## src/rtl/tt_um_en_arbiter_pkg.sv

```systemverilog
// Shared types and constants for the enable-gated round-robin arbiter tile.
package tt_um_en_arbiter_pkg;

    typedef enum logic {
        IDLE  = 1'b0,
        GRANT = 1'b1
    } state_t;

    // Number of requesters handled by the tile.
    localparam int NREQ = 4;

    // Hold counter width; wide enough for a MAX_HOLD of up to 15.
    localparam int HOLD_W = 4;

    // ui_in field positions.
    localparam int UI_REQ_LSB  = 0;
    localparam int UI_REL      = 4;

    // uo_out field positions.
    localparam int UO_GNT_LSB  = 0;
    localparam int UO_BUSY     = 4;
    localparam int UO_GIDX_LSB = 5;
    localparam int UO_TOUT     = 7;

    // One-hot encoding of a requester index.
    function automatic logic [NREQ-1:0] onehot_idx(input logic [1:0] idx);
        logic [NREQ-1:0] v;
        v      = '0;
        v[idx] = 1'b1;
        return v;
    endfunction

endpackage

```

## src/rtl/en_rr_pick.sv

```systemverilog
// Combinational 4-way round-robin picker: first asserted request found
// when scanning upward from ptr, wrapping 3 -> 0.
module en_rr_pick
    import tt_um_en_arbiter_pkg::*;
(
    input  logic [NREQ-1:0] req,
    input  logic [1:0]      ptr,
    output logic            valid,
    output logic [1:0]      idx
);

    logic [1:0]      cand [NREQ];
    logic [NREQ-1:0] rot;

    // Rotate the request vector so position 0 is the highest-priority slot.
    generate
        for (genvar gi = 0; gi < NREQ; gi++) begin : g_rot
            assign cand[gi] = ptr + 2'(gi);
            assign rot[gi]  = req[cand[gi]];
        end
    endgenerate

    // Scan from lowest priority to highest so the highest-priority hit wins.
    always_comb begin
        idx = ptr;
        for (int k = NREQ - 1; k >= 0; k--) begin
            if (rot[k]) begin
                idx = cand[k];
            end
        end
    end

    assign valid = |req;

endmodule

```

## src/rtl/tt_um_en_arbiter.sv

```systemverilog
// Round-robin arbiter tile: one grant at a time, released by the owner,
// by the owner dropping its request, or forcibly after MAX_HOLD cycles.
module tt_um_en_arbiter #(
    parameter int MAX_HOLD = 8,
    parameter int NREQ     = tt_um_en_arbiter_pkg::NREQ
) (
    input  logic       clk,
    input  logic       rst_n,
    input  logic       ena,
    input  logic [7:0] ui_in,
    output logic [7:0] uo_out,
    input  logic [7:0] uio_in,
    output logic [7:0] uio_out,
    output logic [7:0] uio_oe
);

    import tt_um_en_arbiter_pkg::*;

    localparam logic [HOLD_W-1:0] HOLD_LIM = HOLD_W'(MAX_HOLD - 1);

    state_t              state_reg, state_next;
    logic [HOLD_W-1:0]   hold_reg,  hold_next;
    logic [1:0]          ptr_reg,   ptr_next;
    logic [1:0]          gidx_reg,  gidx_next;
    logic [NREQ-1:0]     gnt_reg,   gnt_next;
    logic                busy_reg,  busy_next;
    logic                tout_reg,  tout_next;
    logic [7:0]          cnt_reg,   cnt_next;

    logic [NREQ-1:0]     req;
    logic                rel;
    logic                pick_valid;
    logic [1:0]          pick_idx;
    logic                at_limit;
    logic                owner_req;
    logic                unused_pins;

    assign req       = ui_in[UI_REQ_LSB +: NREQ];
    assign rel       = ui_in[UI_REL];
    assign at_limit  = (hold_reg == HOLD_LIM);
    assign owner_req = req[gidx_reg];

    en_rr_pick u_pick (
        .req   (req),
        .ptr   (ptr_reg),
        .valid (pick_valid),
        .idx   (pick_idx)
    );

    // State and output registers; ena low freezes everything, including tout.
    always_ff @(posedge clk or negedge rst_n) begin
        if (!rst_n) begin
            state_reg <= IDLE;
            hold_reg  <= '0;
            ptr_reg   <= '0;
            gidx_reg  <= '0;
            gnt_reg   <= '0;
            busy_reg  <= 1'b0;
            tout_reg  <= 1'b0;
            cnt_reg   <= '0;
        end else if (ena) begin
            state_reg <= state_next;
            hold_reg  <= hold_next;
            ptr_reg   <= ptr_next;
            gidx_reg  <= gidx_next;
            gnt_reg   <= gnt_next;
            busy_reg  <= busy_next;
            tout_reg  <= tout_next;
            cnt_reg   <= cnt_next;
        end
    end

    // Next-state logic: arbitrate in IDLE, supervise the owner in GRANT.
    always_comb begin
        state_next = state_reg;
        hold_next  = hold_reg;
        ptr_next   = ptr_reg;
        gidx_next  = gidx_reg;
        gnt_next   = gnt_reg;
        busy_next  = busy_reg;
        tout_next  = 1'b0;
        cnt_next   = cnt_reg;
        case (state_reg)
            IDLE: begin
                // rel is meaningless without an owner and is ignored here.
                if (pick_valid) begin
                    state_next = GRANT;
                    gnt_next   = onehot_idx(pick_idx);
                    gidx_next  = pick_idx;
                    busy_next  = 1'b1;
                    hold_next  = '0;
                    cnt_next   = cnt_reg + 8'd1;
                end else begin
                    gnt_next  = '0;
                    busy_next = 1'b0;
                end
            end
            GRANT: begin
                if (rel || !owner_req || at_limit) begin
                    state_next = IDLE;
                    gnt_next   = '0;
                    busy_next  = 1'b0;
                    ptr_next   = gidx_reg + 2'd1;
                    // Only a pure hold-limit exit is reported as a timeout.
                    tout_next  = at_limit && !rel && owner_req;
                end else begin
                    // Exit fires at the limit, so this never passes HOLD_LIM.
                    hold_next = hold_reg + 1'b1;
                end
            end
            default: begin
                state_next = IDLE;
            end
        endcase
    end

    // Pin mapping of the registered outputs.
    always_comb begin
        uo_out                           = '0;
        uo_out[UO_GNT_LSB +: NREQ]       = gnt_reg;
        uo_out[UO_BUSY]                  = busy_reg;
        uo_out[UO_GIDX_LSB +: 2]         = gidx_reg;
        uo_out[UO_TOUT]                  = tout_reg;
    end

    assign uio_out = cnt_reg;
    assign uio_oe  = 8'hFF;

    assign unused_pins = &{1'b0, uio_in, ui_in[7:5]};

endmodule

```

## config.mk

```make
export PLATFORM = sky130hd
export DESIGN_NAME = tt_um_en_arbiter
export DESIGN_NICKNAME = d
export VERILOG_FILES = /design/src/rtl/tt_um_en_arbiter_pkg.sv /design/src/rtl/en_rr_pick.sv /design/src/rtl/tt_um_en_arbiter.sv
export SDC_FILE = /design/constraint.sdc
export NUM_CORES = 1
export LEC_CHECK = 0
export BUFFER_PORTS_ARGS = -buffer_cell sky130_fd_sc_hd__clkbuf_2
export CORE_MARGIN = 4
export CORE_UTILIZATION = 48
export CTS_CLUSTER_DIAMETER = 60
export DETAILED_ROUTE_END_ITERATION = 12
export GPL_ROUTABILITY_DRIVEN = 1
export GPL_TIMING_DRIVEN = 0
export PLACE_DENSITY = 0.77
export SLEW_MARGIN = 25
export SYNTH_ARGS = -nofsm -noshare
export SYNTH_HDL_FRONTEND = slang
export SYNTH_SLANG_ARGS = --single-unit
```

## constraint.sdc

```tcl
create_clock -name clk -period 1.84 [get_ports clk]
set_input_delay 0.276 -clock clk [delete_from_list [all_inputs] [get_ports clk]]
set_output_delay 0.276 -clock clk [all_outputs]
set_load 0.05 [all_outputs]
```

==> results.cfg <==
[outcome]
status = finished, final reports clean

[finish]
stdcell_count = 177
final_util = 0.6168
nets = 171
drive_gt1_frac = 0.2752
largest_reg_flops = 8
antenna_cells = 0
final_cell_area_mm2 = 0.001430
area_delta_synth_final_pct = 17.59

[clocking]
insertion_delay_ns = 0.31
clk_path_buf_depth = 2
path_clk_slew_ns = 0.13
numClockSinks = 23
cts_buffers = 3
post_cts_buffers = 0
cts_tree = yes
htreeDepth = 1
cts_root_buffer = clkbuf_4

[placement]
place_inst = 172
io_buffers = 23
dp_slack_ns = 0.1738
dp_hpwl_um = 1751
gp_congestion = 0.8174
placed_area_mm2 = 0.001394

[synthesis]
ys_warn_count = 0
syn_area_mm2 = 0.001216
ys_types = 35
synth_cells = 114
synth_edf_count = 0
ys_async_sr_fraction = 1.000
seq_area_frac_synth = 0.4733
synth_seq_cells = 23
avgSynthCellArea_um2 = 10.67
ys.flop_type = dfrtp_1

[grt]
antenna_found_initial = 0
grt.overflow.total = 0
grt_max_degree = 24
grt_pass1_vias = 823
grtUsageTotal = 0.1451
grt_pass1_wl_um = 3815

[setup_path]
r2r-start = gidx_reg[0]
critPathKind = reg -> reg
arrival_ns = 1.92
r2r_cells = 4
start_kind = flop
endpoint_kind = flop
reg2reg_to = ptr_reg[1]
crit_fanout = 5
required_ns = 2.08
ff2ff_setup_slack_ns = 0.17

[detailed_routing]
ant_nets = 0
vias = 923
dr.pass1.iters = 4
drc = 0
wl_um = 2257
wire_per_inst_um = 12.75
drtIter0Drc = 23
via_per_inst = 5.215

[floorplanning]
core_mm2 = 0.002318
die_y_um = 58.34
start_util = 0.5246
die_area_mm2 = 0.003403
ios = 43
row_count = 17
dieWidth_um = 58.34

[min_path]
min-delay-start = ena
holdPathStages = 3
hold_path_end = state_reg
worstHoldPathType = in -> reg

[timing]
fin_crit_sh = 0.9100
worstMarginPinSlew_ns = 0.5588
worst_slack_ns = 0.1655
period_needed_ns = 1.674
finClkSkew_ns = 0.004759
hold_ws_ns = 0.2612
max_freq_mhz = 597.2
slew_headroom = 0.6275
rsz0062_at_grt = false
setup_viol_count_final = 0
final_hold_viol_count = 0
slew_viol_final = 0
finalSetupTns_ns = 0

[power_and_ir_drop]
leakagePower_nw = 0.7172
power.density_mw_per_mm2 = 1500
power.total_mw = 2.144
ir_worst_vdd_v = 0.001009

[run]
drv_cap = 0
==> where the power goes <==
part,internal [mW],switching (mW),total [mW]
Clock,0.0846,0.154,0.238
Combinational,0.325,0.727,1.05
Sequential,0.674,0.181,0.854
==> cells in the final DEF (no fill, tap or decap), drive strengths merged, types with 2 or more instances in the layout <==
cell,count
a21oi,3
and3,3
and3b,2
buf,11
clkbuf,27
conb,8
dfrtp,23
ha,2
inv,4
mux2i,2
nand2,16
nand2b,2
nand4,5
nor2,5
nor2b,4
o21ai,5
o31ai,2
o41ai,2
xnor2,8
==> worst max-delay path by stage <==
stage / start / endpoint / slack (ns)
finish: gidx_reg[0] / ptr_reg[1] / 0.17
global route: gidx_reg[0] / ptr_reg[1] / 0.09
detailed placement: ui_in[3] / gnt_reg[1] / 0.17
CTS: gidx_reg[0] / ptr_reg[1] / 0.16
global placement: ui_in[3] / gnt_reg[1] / 0.19
floorplan: gidx_reg[0] / hold_reg[1] / 0.07
==> worst max-delay path: stages (launching register included) <==
cell	delay, ns
dfrtp_2	0.43
mux4_2	0.59
a311oi_4	0.37
nor2_1	0.07
a21oi_1	0.14
==> synth_stat cells, types with 2 or more instances <==
library cell / n / area (um^2)
a21oi_1: 3 / 15.01
and3_1: 3 / 18.77
and3b_1: 2 / 17.52
buf_4: 10 / 75.07
dfrtp_1: 23 / 575.6
ha_1: 2 / 25.02
inv_1: 4 / 15.01
mux2i_1: 2 / 20.02
nand2_1: 16 / 60.06
nand2b_1: 2 / 12.51
nand4_1: 5 / 31.28
nor2_1: 5 / 18.77
nor2b_1: 4 / 25.02
o21ai_0: 3 / 15.01
o21ai_1: 2 / 10.01
o31ai_1: 2 / 15.01
xnor2_1: 8 / 70.07
==> cells by family after synthesis <==
group,Yosys count,share of synthesized area
AND/OR/NAND/NOR,40,0.1718
flip-flops,23,0.4732
AO/OA/AOI/OAI,20,0.1440
buffers and inverters,15,0.07818
XOR/XNOR,9,0.06482
multiplexers,4,0.04424
adder cells (fa/ha/maj),2,0.02057
other,1,0.003083
==> layer usage <==
layer | vias to the layer above | share of wire | wire [um] | global-route usage
li1 | 462 | - | - | -
met2 | 22 | 0.47 | 1066 | 0.2249
met3 | 4 | 0.062 | 139 | 0.03070
met5 | - | 0 | 0 | 0
met1 | 435 | 0.45 | 1016 | 0.1975
met4 | 0 | 0.015 | 34 | 0.05960
==> what timing repair did <==
action,4_1_cts,5_1_grt
hold buffers,1,0
hold endpoints to repair,23,0
resized for setup,0,0
==> final cells by class <==
class	count	area, um^2
fillers	189	888.4
repair buffers	24	125.1
plain buffers	11	80.08
well taps	28	35.03
multi-input cells	83	571.8
clock buffers	4	26.28
flip-flops and latches	23	576.8
inverters	4	15.01
Power figures use the tool's default switching activity.
